$ cat src/rtl/axi_rd_arbiter_pkg.sv
// rtl/axi_rd_arbiter_pkg.sv - shared types for the two-port AXI read arbiter
package axi_rd_arb_pkg;

    localparam int ARB_ADDR_W = 40;
    localparam int ARB_ID_W   = 16;
    localparam int ARB_LEN_W  = 8;
    localparam int ARB_DATA_W = 128;
    localparam int ARB_USER_W = 16;

    typedef enum logic [1:0] {
        IDLE = 2'd0,
        ADDR = 2'd1,
        DATA = 2'd2
    } state_t;

    typedef struct packed {
        logic [ARB_ADDR_W-1:0] addr;
        logic [ARB_ID_W-1:0]   id;
        logic [ARB_LEN_W-1:0]  len;
        logic [2:0]            size;
        logic [1:0]            burst;
        logic                  lock;
        logic [3:0]            cache;
        logic [2:0]            prot;
        logic [3:0]            qos;
        logic [ARB_USER_W-1:0] user;
    } ar_payload_t;

    // Remaining-beat counter steps down but parks at zero on overrun beats.
    function automatic logic [ARB_LEN_W-1:0] dec_sat(input logic [ARB_LEN_W-1:0] v);
        return (v == '0) ? '0 : v - 1'b1;
    endfunction

endpackage

$ cat src/rtl/axi_rd_arbiter_rr_arb2.sv
// rtl/axi_rd_arbiter_rr_arb2.sv - two-input round-robin arbiter, purely combinational
module rr_arb2 (
    input  logic [1:0] req,
    input  logic       ptr,
    output logic [1:0] gnt,
    output logic       idx
);

    always_comb begin
        idx = 1'b0;
        if (req == 2'b11) begin
            idx = ptr;
        end else if (req[1]) begin
            idx = 1'b1;
        end
        gnt = (req != 2'b00) ? (2'b01 << idx) : 2'b00;
    end

endmodule

$ cat src/rtl/axi_rd_arbiter.sv
// rtl/axi_rd_arbiter.sv - shares one downstream AXI read port between two requesters
module axi_rd_arbiter
    import axi_rd_arb_pkg::*;
#(
    parameter int ADDR_W = ARB_ADDR_W,
    parameter int ID_W   = ARB_ID_W,
    parameter int LEN_W  = ARB_LEN_W,
    parameter int DATA_W = ARB_DATA_W,
    parameter int USER_W = ARB_USER_W
) (
    input  logic              s_axi_aclk,
    input  logic              s_axi_areset,

    input  logic [ADDR_W-1:0] s0_axi_araddr,
    input  logic [ID_W-1:0]   s0_axi_arid,
    input  logic [LEN_W-1:0]  s0_axi_arlen,
    input  logic [2:0]        s0_axi_arsize,
    input  logic [1:0]        s0_axi_arburst,
    input  logic              s0_axi_arlock,
    input  logic [3:0]        s0_axi_arcache,
    input  logic [2:0]        s0_axi_arprot,
    input  logic [3:0]        s0_axi_arqos,
    input  logic [USER_W-1:0] s0_axi_aruser,
    input  logic              s0_axi_arvalid,
    output logic              s0_axi_arready,
    output logic [DATA_W-1:0] s0_axi_rdata,
    output logic [1:0]        s0_axi_rresp,
    output logic [ID_W-1:0]   s0_axi_rid,
    output logic              s0_axi_rlast,
    output logic              s0_axi_rvalid,
    input  logic              s0_axi_rready,

    input  logic [ADDR_W-1:0] s1_axi_araddr,
    input  logic [ID_W-1:0]   s1_axi_arid,
    input  logic [LEN_W-1:0]  s1_axi_arlen,
    input  logic [2:0]        s1_axi_arsize,
    input  logic [1:0]        s1_axi_arburst,
    input  logic              s1_axi_arlock,
    input  logic [3:0]        s1_axi_arcache,
    input  logic [2:0]        s1_axi_arprot,
    input  logic [3:0]        s1_axi_arqos,
    input  logic [USER_W-1:0] s1_axi_aruser,
    input  logic              s1_axi_arvalid,
    output logic              s1_axi_arready,
    output logic [DATA_W-1:0] s1_axi_rdata,
    output logic [1:0]        s1_axi_rresp,
    output logic [ID_W-1:0]   s1_axi_rid,
    output logic              s1_axi_rlast,
    output logic              s1_axi_rvalid,
    input  logic              s1_axi_rready,

    output logic [ADDR_W-1:0] m_axi_araddr,
    output logic [ID_W-1:0]   m_axi_arid,
    output logic [LEN_W-1:0]  m_axi_arlen,
    output logic [2:0]        m_axi_arsize,
    output logic [1:0]        m_axi_arburst,
    output logic              m_axi_arlock,
    output logic [3:0]        m_axi_arcache,
    output logic [2:0]        m_axi_arprot,
    output logic [3:0]        m_axi_arqos,
    output logic [USER_W-1:0] m_axi_aruser,
    output logic              m_axi_arvalid,
    input  logic              m_axi_arready,
    input  logic [DATA_W-1:0] m_axi_rdata,
    input  logic [1:0]        m_axi_rresp,
    input  logic [ID_W-1:0]   m_axi_rid,
    input  logic              m_axi_rlast,
    input  logic              m_axi_rvalid,
    output logic              m_axi_rready,

    output logic              busy,
    output logic              len_err,
    input  logic              len_err_clr
);

    state_t           state;
    logic             rr_ptr;
    logic             grant;
    ar_payload_t      ar_q;
    logic [LEN_W-1:0] beat_cnt;

    logic [1:0]       req;
    logic [1:0]       win_gnt;
    logic             win_idx;
    ar_payload_t      s0_pl;
    ar_payload_t      s1_pl;
    ar_payload_t      win_pl;
    logic             accept_ok;
    logic             in_data;
    logic             route0;
    logic             route1;
    logic             beat;
    logic             len_err_set;

    assign s0_pl = {s0_axi_araddr, s0_axi_arid, s0_axi_arlen, s0_axi_arsize, s0_axi_arburst,
                    s0_axi_arlock, s0_axi_arcache, s0_axi_arprot, s0_axi_arqos, s0_axi_aruser};
    assign s1_pl = {s1_axi_araddr, s1_axi_arid, s1_axi_arlen, s1_axi_arsize, s1_axi_arburst,
                    s1_axi_arlock, s1_axi_arcache, s1_axi_arprot, s1_axi_arqos, s1_axi_aruser};

    assign req = {s1_axi_arvalid, s0_axi_arvalid};

    rr_arb2 u_rr_arb2 (
        .req (req),
        .ptr (rr_ptr),
        .gnt (win_gnt),
        .idx (win_idx)
    );

    assign win_pl = win_idx ? s1_pl : s0_pl;

    // Ready is gated by reset so a capture cannot be signalled on an edge that discards it.
    assign accept_ok      = (state == IDLE) && !s_axi_areset;
    assign s0_axi_arready = accept_ok & win_gnt[0];
    assign s1_axi_arready = accept_ok & win_gnt[1];

    assign busy = (state != IDLE);

    assign m_axi_araddr  = ar_q.addr;
    assign m_axi_arid    = ar_q.id;
    assign m_axi_arlen   = ar_q.len;
    assign m_axi_arsize  = ar_q.size;
    assign m_axi_arburst = ar_q.burst;
    assign m_axi_arlock  = ar_q.lock;
    assign m_axi_arcache = ar_q.cache;
    assign m_axi_arprot  = ar_q.prot;
    assign m_axi_arqos   = ar_q.qos;
    assign m_axi_aruser  = ar_q.user;

    assign in_data = (state == DATA);
    assign route0  = in_data & ~grant;
    assign route1  = in_data & grant;

    assign s0_axi_rvalid = route0 & m_axi_rvalid;
    assign s0_axi_rdata  = route0 ? m_axi_rdata : '0;
    assign s0_axi_rresp  = route0 ? m_axi_rresp : '0;
    assign s0_axi_rid    = route0 ? m_axi_rid   : '0;
    assign s0_axi_rlast  = route0 & m_axi_rlast;

    assign s1_axi_rvalid = route1 & m_axi_rvalid;
    assign s1_axi_rdata  = route1 ? m_axi_rdata : '0;
    assign s1_axi_rresp  = route1 ? m_axi_rresp : '0;
    assign s1_axi_rid    = route1 ? m_axi_rid   : '0;
    assign s1_axi_rlast  = route1 & m_axi_rlast;

    assign m_axi_rready = in_data & (grant ? s1_axi_rready : s0_axi_rready);

    assign beat = m_axi_rvalid & m_axi_rready;

    // RLAST must coincide exactly with the beat where the remaining count reaches zero.
    assign len_err_set = beat & (m_axi_rlast != (beat_cnt == '0));

    always_ff @(posedge s_axi_aclk) begin
        if (s_axi_areset) begin
            state         <= IDLE;
            rr_ptr        <= 1'b0;
            grant         <= 1'b0;
            ar_q          <= '0;
            m_axi_arvalid <= 1'b0;
            beat_cnt      <= '0;
            len_err       <= 1'b0;
        end else begin
            if (len_err_set) begin
                len_err <= 1'b1;
            end else if (len_err_clr) begin
                len_err <= 1'b0;
            end

            case (state)
                IDLE: begin
                    if (req != 2'b00) begin
                        grant         <= win_idx;
                        ar_q          <= win_pl;
                        beat_cnt      <= win_pl.len;
                        m_axi_arvalid <= 1'b1;
                        state         <= ADDR;
                    end
                end
                ADDR: begin
                    if (m_axi_arready) begin
                        m_axi_arvalid <= 1'b0;
                        state         <= DATA;
                    end
                end
                DATA: begin
                    if (beat) begin
                        beat_cnt <= dec_sat(beat_cnt);
                        if (m_axi_rlast) begin
                            rr_ptr <= ~grant;
                            state  <= IDLE;
                        end
                    end
                end
                default: state <= IDLE;
            endcase
        end
    end

endmodule

$ cat config.mk
export PLATFORM = sky130hd
export DESIGN_NAME = axi_rd_arbiter
export DESIGN_NICKNAME = d
export VERILOG_FILES = /design/src/rtl/axi_rd_arbiter_pkg.sv /design/src/rtl/axi_rd_arbiter_rr_arb2.sv /design/src/rtl/axi_rd_arbiter.sv
export SDC_FILE = /design/constraint.sdc
export NUM_CORES = 1
export LEC_CHECK = 0
export CAP_MARGIN = 0
export CORE_AREA = 2 2 289 291
export DETAILED_ROUTE_END_ITERATION = 16
export DIE_AREA = 0 0 291 293
export MAX_ROUTING_LAYER = met4
export PLACE_DENSITY = 0.3
export SLEW_MARGIN = 10
export SYNTH_ARGS = -nofsm -noshare
export SYNTH_HDL_FRONTEND = slang
export SYNTH_SLANG_ARGS = --single-unit
export TNS_END_PERCENT = 5
$ cat constraint.sdc
create_clock -name s_axi_aclk -period 3.01 [get_ports s_axi_aclk]
set_clock_uncertainty 0.1 [all_clocks]
set_input_delay 0.301 -clock s_axi_aclk [delete_from_list [all_inputs] [get_ports s_axi_aclk]]
set_output_delay 0.301 -clock s_axi_aclk [all_outputs]
set_load 0.005 [all_outputs]
Word level (Yosys, flattened, before mapping)
Index checks and enable logic that the tools add are counted.
{ "classes": {"add_sub_neg": 1, "eq_ne": 8, "n_reduce_logical": 14, "bitwise": 12, "n_shift": 1, "n_mux": 25} }
{ "op_table": {"columns": ["op", "n"], "rows": [
  ["two-way mux 128 bit", 2],
  ["two-way mux 97 bit", 1],
  ["two-way mux 16 bit", 2],
  ["two-way mux 8 bit", 3],
  ["one-hot mux 8 bit (2 select lines)", 1],
  ["two-way mux 2 bit", 7],
  ["AND 1 bit", 11],
  ["nonzero test 2 bit", 5],
  ["AND reduction 3 bit", 3],
  ["logical NOT 8 bit", 1],
  ["subtractor 8 x 1 -> 8 bit (second input constant)", 1],
  ["two-way mux 1 bit", 7],
  ["one-hot mux 2 bit (3 select lines)", 1],
  ["equality test 2 bit (second input constant)", 2],
  ["!= test 2 x 1 -> 1 bit (second input constant)", 2],
  ["!= test 2 bit (second input constant)", 2],
  ["AND reduction 4 bit", 1],
  ["equality test 2 x 1 -> 1 bit (second input constant)", 1],
  ["logical NOT 2 bit", 1],
  ["one-hot mux 1 bit (2 select lines)", 1],
  ["AND reduction 2 bit", 1],
  ["<< shifter 1 x 1 -> 2 bit (first input constant)", 1],
  ["logical AND 1 bit", 1],
  ["logical NOT 1 bit", 1],
  ["2 further kinds", 2]
]} }
{ "totals": {"register_bits": 111, "output_inout_bits": 399, "elab_cells": 77, "inputBits": 350} }

Logic depth before layout (Yosys ltp)
{ "logic_depth": {"ltp_word": 5, "ltp_mapped": 8, "mapped_depth_nobuf": 7} }

Modules after synthesis
From an unflattened synthesis, not the netlist that was laid out.
{ "hier_totals": {"cells_unflattened": 889, "hier_area_um2": 7452.1} }
{ "modules_own_cells": {"columns": ["mod", "cells_per_inst", "seq_area_each_um2", "area_per_inst_um2", "instances"], "rows": [
  ["axi_rd_arbiter", 885, 2222.1, 7425.9, 1],
  ["rr_arb2", 4, 0.0, 26.3, 1]
]} }

Worst setup path before layout
No wires, ideal clock.
{ "synth_timing": {"kind": "reg-to-output", "from": "register state[1]", "to": "output s1_axi_rdata[100]", "path_slack_ns": 1.221, "required_time_ns": 2.609, "arrival_time_ns": 1.388, "n_path_buf": 3, "stages_incl_launch_ff": 6, "path_cell_list": "dfxtp_1 -> nor2b_1 -> clkbuf_1 -> buf_2 -> clkbuf_1 -> and3_1"} }
{ "synth_between": {"elab_chain_cells": 3} }
{ "synth_lines": {"columns": ["item", "line", "rtl"], "rows": [
  ["from (decl)", "axi_rd_arbiter.sv:76", "state_t state;"],
  ["from (signal assigned)", "axi_rd_arbiter.sv:154", "state <= IDLE;"],
  ["from (signal assigned)", "axi_rd_arbiter.sv:175", "state <= ADDR;"],
  ["from (signal assigned)", "axi_rd_arbiter.sv:181", "state <= DATA;"],
  ["equality test 2 bit", "axi_rd_arbiter.sv:129", "assign in_data = (state == DATA);"],
  ["AND 1 bit", "axi_rd_arbiter.sv:131", "assign route1 = in_data & grant;"],
  ["two-way mux 128 bit", "axi_rd_arbiter.sv:140", "assign s1_axi_rdata = route1 ? m_axi_rdata : '0;"],
  ["to (decl)", "axi_rd_arbiter.sv:45", "output logic [DATA_W-1:0] s1_axi_rdata,"]
]} }
No other way between the ends.

Final worst setup path
{ "layout_timing": {"from": "register state[0]", "to": "output s0_axi_rdata[57]"} }
{ "layout_between": {"elab_chain_cells": 3} }
{ "layout_lines": {"columns": ["item", "line", "rtl"], "rows": [
  ["equality test 2 bit", "axi_rd_arbiter.sv:129", null],
  ["AND 1 bit", "axi_rd_arbiter.sv:130", "assign route0 = in_data & ~grant;"],
  ["two-way mux 128 bit", "axi_rd_arbiter.sv:134", "assign s0_axi_rdata = route0 ? m_axi_rdata : '0;"],
  ["to (decl)", "axi_rd_arbiter.sv:26", "output logic [DATA_W-1:0] s0_axi_rdata,"]
]} }
No other way between the ends.

==> impl_metrics.prom <==
# TYPE chip_impl_metric gauge
chip_impl_info{name="root_buffer",value="clkbuf_16"} 1
chip_impl_metric{name="detail_route.vias_per_cell",unit=""} 3.664
chip_impl_metric{name="clk_transition_reported_paths",unit="ps"} 100
chip_impl_metric{name="powerDensity",unit="nW/um^2"} 315.8
chip_impl_metric{name="multiInputGateArea",unit="sq um"} 4202
chip_impl_metric{name="post-dp-hpwl",unit="microns"} 59080
chip_impl_metric{name="clock_sink_count",unit=""} 111
chip_impl_metric{name="drt_iter0_drc",unit=""} 404
chip_impl_metric{name="number_of_unique_standard_cell_types_used_by_synthesis",unit=""} 45
chip_impl_metric{name="cts_hold_repair.buffers",unit=""} 0
chip_impl_metric{name="rel_slew_slack",unit="%"} 49.59
chip_impl_metric{name="numPortBuffers",unit=""} 748
chip_impl_metric{name="synth.cell_area",unit="sq um"} 6859
chip_impl_metric{name="count_of_buffers_added_by_post_cts_timing_repair_for_setup",unit=""} 0
chip_impl_metric{name="clock_insertion_delay_worst_skew",unit="ps"} 400
chip_impl_metric{name="grt_first_pass_wirelength",unit="microns"} 92830
chip_impl_metric{name="drt_wl_total",unit="microns"} 70240
chip_impl_metric{name="synth.ff_latch_count",unit=""} 111
chip_impl_info{name="critical_path.slowest_cell",value="clkdlybuf4s50_1"} 1
chip_impl_metric{name="hold_viol",unit=""} 0
chip_impl_info{name="cts_tree",value="done"} 1
chip_impl_metric{name="num-fill-cells",unit=""} 9201
chip_impl_metric{name="placed_cell_area",unit="sq um"} 15520
chip_impl_metric{name="synth_cells",unit=""} 930
chip_impl_metric{name="worst_hold_path.num_cells",unit=""} 3
chip_impl_metric{name="synthesized_nets",unit=""} 1281
chip_impl_metric{name="clock_tree.htree_level_count",unit=""} 3
chip_impl_info{name="min-delay-start",value="s_axi_areset"} 1
chip_impl_metric{name="final_antenna_net_count",unit=""} 0
chip_impl_info{name="crit_path_start",value="state[0]"} 1
chip_impl_info{name="hold_path.class",value="input port to flop"} 1
chip_impl_metric{name="groute.layer.met3.usage",unit="%"} 4.047
chip_impl_metric{name="gp_congestion",unit=""} 0.9105
chip_impl_info{name="rsz_0062_raised_after_global_routing",value="false"} 1
chip_impl_metric{name="cts_inserted_buffers",unit=""} 9
chip_impl_info{name="end_kind",value="output pin"} 1
chip_impl_info{name="library_cell_with_the_highest_instance_count_after_synthesis",value="and2_1"} 1
chip_impl_metric{name="synth_top_area_share",unit="%"} 32.40
chip_impl_metric{name="layout.nets",unit=""} 1958
chip_impl_metric{name="synth_area_per_cell",unit="sq um"} 7.375
chip_impl_metric{name="tns_setup",unit="ps"} 0
chip_impl_metric{name="start_util",unit="%"} 8.380
chip_impl_metric{name="worst_ep_arrival_time",unit="ps"} 2380
chip_impl_metric{name="average_wire_length_per_cell_after_detail_routing",unit="microns"} 26.10
chip_impl_metric{name="grt_met2_use",unit="%"} 29.44
chip_impl_metric{name="core_area",unit="sq um"} 81850
chip_impl_metric{name="yosysWarningCount",unit=""} 0
chip_impl_metric{name="max_slew.worst_pin.slew",unit="ps"} 756.1
chip_impl_metric{name="layout_worst_path_cycle_share",unit="%"} 92.43
chip_impl_metric{name="synthArstFlopShare",unit="%"} 0
chip_impl_metric{name="max_freq",unit="MHz"} 359.4
chip_impl_metric{name="antenna_found_initial",unit=""} 13
chip_impl_metric{name="drt_pass1_iterations",unit=""} 6
chip_impl_metric{name="gr-usage-met1",unit="%"} 17.94
chip_impl_info{name="synth-main-ff-cell",value="dfxtp_1"} 1
chip_impl_info{name="crit_type",value="flop to output pin"} 1
chip_impl_metric{name="global_route_total_overflow",unit=""} 0
chip_impl_metric{name="timing.critical_path.fanout_max",unit=""} 100
chip_impl_metric{name="report.power.total",unit="mW"} 5.001
chip_impl_info{name="synthTopCellsByCount",value="and2_1 (150), and3_1 (149), nand2_1 (124), dfxtp_1 (111), clkbuf_1 (69)"} 1
chip_impl_metric{name="dieWidth",unit="microns"} 291
chip_impl_info{name="post_synth_main_area_contributors",value="dfxtp_1 (32%), and2_1 (14%), and3_1 (14%)"} 1
chip_impl_info{name="synth_top_area_cell",value="dfxtp_1"} 1
chip_impl_metric{name="maxSlewViolCount",unit=""} 0
chip_impl_metric{name="die_h",unit="microns"} 293
chip_impl_metric{name="first_global_vias",unit=""} 10260
chip_impl_info{name="status",value="completed"} 1
chip_impl_metric{name="r2r_setup_slack",unit="ps"} 750
chip_impl_metric{name="synth_edf_count",unit=""} 0
chip_impl_metric{name="total_leakage_power",unit="nW"} 6.169
chip_impl_metric{name="area_growth_syn_to_layout",unit="%"} 130.9
chip_impl_metric{name="ff_latch_area",unit="sq um"} 2226
chip_impl_metric{name="synth_seq_area_share",unit="%"} 32.40
chip_impl_metric{name="clk_path_buf_depth",unit=""} 2
chip_impl_info{name="grt-busiest-layer",value="met2"} 1
chip_impl_info{name="path_cells",value="nand2b_1 -> nor2_4 -> buf_12 -> and2_1 -> clkdlybuf4s50_1"} 1
chip_impl_metric{name="postCtsResizedCells",unit=""} 0
chip_impl_metric{name="grt_start_max_net_pins",unit=""} 101
chip_impl_metric{name="via_count",unit=""} 9861
chip_impl_info{name="critPathLaunchType",value="flop"} 1
chip_impl_metric{name="die_area",unit="sq um"} 85260
chip_impl_metric{name="worst_path_largest_cell_delay",unit="ps"} 660
chip_impl_metric{name="final_design_area_no_fill",unit="sq um"} 15840
chip_impl_metric{name="worst_r2r_path_cells",unit=""} 5
chip_impl_info{name="regToRegStartpoint",value="grant"} 1
chip_impl_metric{name="route.detailed.drc",unit=""} 0
chip_impl_metric{name="setup_viol",unit=""} 0
chip_impl_metric{name="timing.critical_path.required",unit="ps"} 2610
chip_impl_metric{name="globalRouteTotalUtil",unit="%"} 16.26
chip_impl_metric{name="rows",unit=""} 105
chip_impl_metric{name="num_io_pins",unit=""} 749
chip_impl_metric{name="drive_gt1_share",unit="%"} 3.538
chip_impl_metric{name="timing.final.crit_period",unit="ps"} 2782
chip_impl_metric{name="cap_violations",unit=""} 0
chip_impl_metric{name="peakVddDrop",unit="uV"} 278.3
cells in the final DEF (no fill, tap or decap), types with 30 or more instances in the layout:
cell,synthesis,layout
clkdlybuf4s50_1,0,742
and2_1,150,150
and3_1,149,149
nand2_1,124,123
dfxtp_1,111,110
nor2_1,61,59
a22oi_1,48,48
nand3_1,43,43
a311oi_1,41,41
a21oi_1,30,30
path summary, 6_finish.rpt:
kind,endpoint
setup / recovery,s0_axi_rdata[57]
hold / removal,beat_cnt[1]
setup reg to reg,beat_cnt[7]
hold reg to reg,m_axi_araddr[26]
metal layers:
metal | vias up | share of wire, %
li1 | 4621 | -
met1 | 4754 | 40
met2 | 449 | 52
met3 | 37 | 6.3
met4 | 0 | 1.6
met5 | - | 0
cells by family (layout without fill, tap and decap cells):
group | Yosys count | count (layout) | synth area share [%]
xor+xnor | 1 | 1 | 0.1277
fa+ha+maj | 1 | 1 | 0.1824
buf+inv | 107 | 788 | 6.822
compound gates | 151 | 151 | 16.27
other cells | 0 | 10 | 0
mux | 11 | 11 | 1.642
simple gates | 548 | 548 | 42.56
flops | 111 | 111 | 32.40
power breakdown:
part | total [mW] | internal, mW | switching [mW]
registers | 1.75 | 1.64 | 0.112
clock network | 1.34 | 0.585 | 0.756
logic | 1.91 | 1.04 | 0.871
total | 5.00 | 3.26 | 1.74
registers in the layout, summed over array words and instances, names as in the netlist, 3 cells and up:
signal / cells
m_axi_arsize: 3
m_axi_araddr: 40
m_axi_arid: 16
m_axi_arcache: 4
m_axi_arqos: 4
m_axi_arprot: 3
m_axi_aruser: 16
beat_cnt: 8
m_axi_arlen: 8
critical path: cells and delay by family (launching register included):
family | cells | cell delay (ps)
and+or+nand+nor | 3 | 580
DFF | 1 | 360
buffers and inverters | 2 | 980
area by class of cell:
class,count,area share [%]
antenna,10,0.1580
timing repair buffer,769,48.87
clock buffer,9,1.422
inverter,4,0.09479
clock inverter,6,0.4266
sequential,111,14.05
multi-input combinational,712,26.53
tap,1070,8.452
through the flow:
step	hold slack (ps)	utilization [%]	std cells	setup slack [ps]
final	266.6	19.35	2691	228.0
after global routing	283.9	19.33	2684	101.0
after CTS	279.6	19.32	2681	185.4
after detailed placement	346.1	18.96	2666	625.5
after global placement	340.4	18.96	2666	618.2
after floorplan	300.0	-	930	1221
Note: power is estimated with default switching activity, not from simulation.
==> patch 1, RTL diff (same settings) <==
The package constant `ARB_DATA_W` goes from 128 to 64.
--- a/src/rtl/axi_rd_arbiter_pkg.sv
+++ b/src/rtl/axi_rd_arbiter_pkg.sv
@@ -4,7 +4,7 @@
     localparam int ARB_ADDR_W = 40;
     localparam int ARB_ID_W   = 16;
     localparam int ARB_LEN_W  = 8;
-    localparam int ARB_DATA_W = 128;
+    localparam int ARB_DATA_W = 64;
     localparam int ARB_USER_W = 16;
 
     typedef enum logic [1:0] {
Ports: changed (resized m_axi_rdata, s0_axi_rdata and s1_axi_rdata); port bits go from 749 to 557. No check against the original RTL was run, so the function may have changed too.
==> patch 1 against the unedited design <==
  * Core utilization down 3.5 points
  * Cell count down 12%
  * Synthesized area down 13%
  * Routed wire length down 42%
  * Cell area down 18%
  * Worst hold slack worse by 0.039 ns
  * Worst setup slack worse by 0.050 ns
  * Combinational power down 18%
  * Via count down 21%
  * Sequential cell count unchanged
  * First-iteration DRC count down 20%
  * Sequential share of layout area up 3.0 points
  * Sequential power about the same
  * Total power down 6.8%
==> patch 1: results (changes against the unedited design) <==
Least-Margin Pin Slew = 1.15 ns (was 0.756 ns)
Vias = 7767 (was 9861)
ranking of synthesized cells by area = dfxtp_1 37%, and2_1 9.0%, and3_1 9.0%, nand2_1 7.8%, a22oi_1 6.0% (was dfxtp_1 32%, and2_1 14%, and3_1 14%, nand2_1 6.8%, a22oi_1 5.3%)
worst reg2reg path startpoint = rr_ptr$_SDFFE_PP0P_ (was grant$_SDFFE_PP0P_)
Worst Hold Margin = 0.228 ns (was 0.267 ns)
placed cell count = 2342 (was 2666)
crit path to = s0_axi_rid[9] (was s0_axi_rdata[57])
Avg Synthesized Cell Area = 7.65 um2 (was 7.38 um2)
Setup WS pre-CTS = 0.0943 ns (was 0.626 ns)
Vias per Instance = 3.29 (was 3.66)
PortBufs = 556 (was 748)
hold depth = 2 (was 3)
Post-CTS Setup Repair Bufs = 0 (unchanged)
synth cell count leaders = 124 x nand2_1, 111 x dfxtp_1, 86 x and2_1, 86 x and3_1, 61 x nor2_1 (was 150 x and2_1, 149 x and3_1, 124 x nand2_1)
share of post-route cells with drive strength above 1 = 3.88% (was 3.54%)
Final #Nets = 1570 (was 1958)
GRT Util Overall = 9.43% (was 16.3%)
clock buffer depth = 2 (unchanged)
initial antenna violation count = 4 (was 13)
vias in the first global route = 8358 (was 10.3k)
leakage = 0.00487 uW (was 0.00617 uW)
critical-path maximum fanout = 85 (was 100)
ys flop type = dfxtp_1 (unchanged)
CP Data Arrival Time = 2.43 ns (was 2.38 ns)
sequential element share of the synthesized area = 37.2% (was 32.4%)
peak supply drop = 0.000264 V (was 0.000278 V)
first-pass GRT wire length = 57600 um (was 92800 um)
status = finished clean (unchanged)
GPL Wtd Cong = 0.798 (was 0.911)
fill count = 9260 (was 9201)
drt first pass iters = 4 (was 6)
Worst R2R End = m_axi_araddr[28]$_SDFFE_PP0P_ (was beat_cnt[7]$_SDFFE_PP0P_)
met3 WL = 3460 um (was 4440 um)
Hold EP = state[1]$_SDFFE_PP0P_ (was beat_cnt[1]$_SDFFE_PP0P_)
reg-to-reg slack, setup = 0.71 ns (was 0.75 ns)
WL met2 = 20100 um (was 36800 um)
fin crit period = 2.83 ns (was 2.78 ns)
Distinct cells, synth = 43 (was 45)
DR WL/cell = 17.1 um (was 26.1 um)
M1 WL = 16600 um (was 27800 um)
Mapped Nets = 1067 (was 1281)
Final Cell Area = 13000 um2 (was 15800 um2)
largest net degree at the start of global routing = 102 (was 101)
Worst R2R Path Depth = 6 (was 5)
Iteration-0 DRC Markers = 323 (was 404)
==> patch 1: cell count changes in the layout (fill, tap and decap cells not counted), sizes merged <==
cell / delta
diode: -6
inv: +4
clkdlybuf4s50: -188
buf: -8
and2: -64
and3: -64
clkinv: -3
==> patch 1: report_power, final <==
group / switching, uW / total (uW) / internal [uW]
Sequential: 107 / 1750 / 1640
Combinational: 685 / 1560 / 880
Clock: 755 / 1350 / 592
==> patch 1: logic make-up (layout without fill, tap and decap cells) <==
logic type	count (synthesis)	after routing	synth area share, %
and+or+nand+nor	420	420	35.4
AOI/OAI and AO/OA	151	151	18.7
DFF	111	111	37.2
buffers and inverters	85	593	6.42
muxes	11	11	1.89
adders and majority gates	1	1	0.210
xor gates and xnor gates	1	1	0.147
other	0	4	0
==> patch 1: critical path, stage by stage, from the launching register on <==
cell and delay, ns:
dfxtp_1 0.37, nand2b_1 0.35, nor2_4 0.19, buf_12 0.25, and2_1 0.25, clkdlybuf4s50_1 0.52
==> patch 1: final cells by class <==
class                           count  share of cell area, %
Sequential cell                   111                   17.1
Antenna cell                        4                 0.0769
Timing Repair Buffer              573                   44.1
Inverter                            4                  0.115
Multi-Input combinational cell    584                   26.1
Tap cell                         1070                   10.3
Clock buffer                        9                   1.73
Clock inverter                      7                  0.510
==> patch 1: metal layers <==
metal  up-vias  GRT usage, %
li1       3757             -
met5         -             -
met4         0          1.93
met2       376          16.2
met3        20          3.48
met1      3614          10.5
==> patch 2, RTL diff (same flow settings) <==
Made on the original files. Encoding of `state_t`: now one-hot (3 bits for 3 states).
--- a/src/rtl/axi_rd_arbiter_pkg.sv
+++ b/src/rtl/axi_rd_arbiter_pkg.sv
@@ -7,10 +7,10 @@
     localparam int ARB_DATA_W = 128;
     localparam int ARB_USER_W = 16;
 
-    typedef enum logic [1:0] {
-        IDLE = 2'd0,
-        ADDR = 2'd1,
-        DATA = 2'd2
+    typedef enum logic [2:0] {
+        IDLE = 3'b001,
+        ADDR = 3'b010,
+        DATA = 3'b100
     } state_t;
 
     typedef struct packed {
Function: same outputs for any inputs over 4 cycles, from zero or initial values and one cycle with s_axi_areset high; so few cycles prove little.
==> patch 2 against the unedited design <==
  * Fmax is 2.0% lower
  * Register-to-register slack got worse by 0.13 ns
  * Worst setup slack got worse by 0.057 ns
  * Via count decreased by 2.5%
  * Cell area is 5.2% higher
  * Sequential power up 13%
  * Synthesized area increased by 11%
  * Routed wire length down 18%
  * Non-clock buffer count up 17
  * Synthesized cell count is 2.9% lower
  * Core utilization is 1.0 points higher
  * Total power grew 20%
  * Die area unchanged
  * Sequential cell count rose by 1
  * Critical endpoint is now s0_axi_rdata[76]
==> patch 2: results (changes against the unedited design) <==
status = finished clean (unchanged)
Vias = 9612 (was 9861)
ys async rst share = 0% (unchanged)
Final #Nets = 1940 (was 1958)
met3 WL = 5010 um (was 4440 um)
DRC Markers = 0 (unchanged)
Worst path slowest cell = clkdlybuf4s50_1 (unchanged)
Distinct cells, synth = 51 (was 45)
initial antenna violation count = 15 (was 13)
worst skew pair latency = 0.38 ns (was 0.40 ns)
largest net degree at the start of global routing = 113 (was 101)
routing usage on met3 = 4.89% (was 4.05%)
post-cts resize count = 0 (unchanged)
drt first pass iters = 4 (was 6)
critical-path maximum fanout = 61 (was 100)
synth cell count leaders = 297 x and3_1, 112 x dfxtp_1, 102 x nor2_1 (was 150 x and2_1, 149 x and3_1, 124 x nand2_1)
top routing layer in use = met4 (unchanged)
GR met2 Demand/Resource = 23.1% (was 29.4%)
WL met2 = 29500 um (was 36800 um)
htree depth = 3 (unchanged)
ys flop type = dfxtp_1 (unchanged)
clk root buf = clkbuf_16 (unchanged)
grt met1 use = 14.2% (was 17.9%)
Worst Hold Class = in -> reg (unchanged)
Layout Cells excl Fill = 2673 (was 2691)
peak supply drop = 0.000265 V (was 0.000278 V)
CTS Buf Count = 9 (unchanged)
share of post-route cells with drive strength above 1 = 8.29% (was 3.54%)
sequential element share of the synthesized area = 29.6% (was 32.4%)
clk slew on worst S/H paths = 0.08 ns (was 0.10 ns)
first-pass GRT wire length = 78400 um (was 92800 um)
slowest stage delay, CP = 0.60 ns (was 0.66 ns)
leakage = 0.00715 uW (was 0.00617 uW)
GRT Util Overall = 13.1% (was 16.3%)
Mapped Nets = 1254 (was 1281)
Iteration-0 DRC Markers = 318 (was 404)
M1 WL = 22200 um (was 27800 um)
Worst slew margin = 52.6% (was 49.6%)
max FFs per register = 40 (unchanged)
WL final = 57400 um (was 70200 um)
ranking of synthesized cells by area = dfxtp_1 30%, and3_1 24%, mux2i_1 13%, a211oi_2 11%, nor2_1 5.0% (was dfxtp_1 32%, and2_1 14%, and3_1 14%, nand2_1 6.8%, a22oi_1 5.3%)
GPL Wtd Cong = 0.848 (was 0.911)
Cells after Synth = 903 (was 930)
Post-CTS Setup Repair Bufs = 0 (unchanged)
CP top delay family = buffers and inverters (unchanged)
Synth warnings = 0 (unchanged)
PortBufs = 748 (unchanged)
clock buffer depth = 2 (unchanged)
vias in the first global route = 10.1k (was 10.3k)
HPWL Detailed = 47200 um (was 59100 um)
placed cell count = 2647 (was 2666)
[patch 2: final cells by class]
class / count / area [um2]
Fill cell: 9045 / 65200
Clock buffer: 9 / 225
Timing Repair Buffer: 786 / 7940
Tap cell: 1070 / 1340
Sequential cell: 112 / 2250
Multi-Input combinational cell: 673 / 4820
Clock inverter: 5 / 42.5
Inverter: 7 / 27.5
Antenna cell: 11 / 27.5
[patch 2: cell families after synthesis]
logic type,after synthesis,share of synthesized area [%]
AOI/OAI and AO/OA,135,17.3
xor gates and xnor gates,1,0.115
adders and majority gates,1,0.165
buffers and inverters,118,7.11
DFF,112,29.6
muxes,99,13.1
and+or+nand+nor,437,32.7
[patch 2: power by group]
group          total [uW]  leakage, uW  switching, uW  internal (uW)
sequential           1980     0.000929            183           1790
clock                1210     0.000134            649            565
combinational        2830      0.00609           1340           1500
[patch 2: path summary, 6_finish.rpt]
path / endpoint / start / depth (start not counted) / slack, ns
setup reg to reg: len_err$_SDFFE_PP0P_ / beat_cnt[0]$_SDFFE_PP0P_ / 7 / 0.62
hold / removal: rr_ptr$_SDFFE_PP0P_ / s_axi_areset / 2 / 0.28
setup / recovery: s0_axi_rdata[76] / state[2]$_SDFFE_PP0P_ / 5 / 0.17
hold reg to reg: m_axi_arlen[4]$_SDFFE_PP0P_ / m_axi_arlen[4]$_SDFFE_PP0P_ / 2 / 0.36
[patch 2: per-stage QoR]
step / utilization (%) / setup slack (ns) / total power, uW / area, um2
final: 20.4 / 0.171 / 6020 / 16700
after global routing: 20.4 / 0.0354 / 6480 / 16700
after CTS: 20.3 / 0.0105 / 6210 / 16600
after detailed placement: 20.0 / 0.456 / 4900 / 16300
after global placement: 20.0 / 0.461 / 4890 / 16300
after floorplan: - / 1.26 / 3230 / 7590
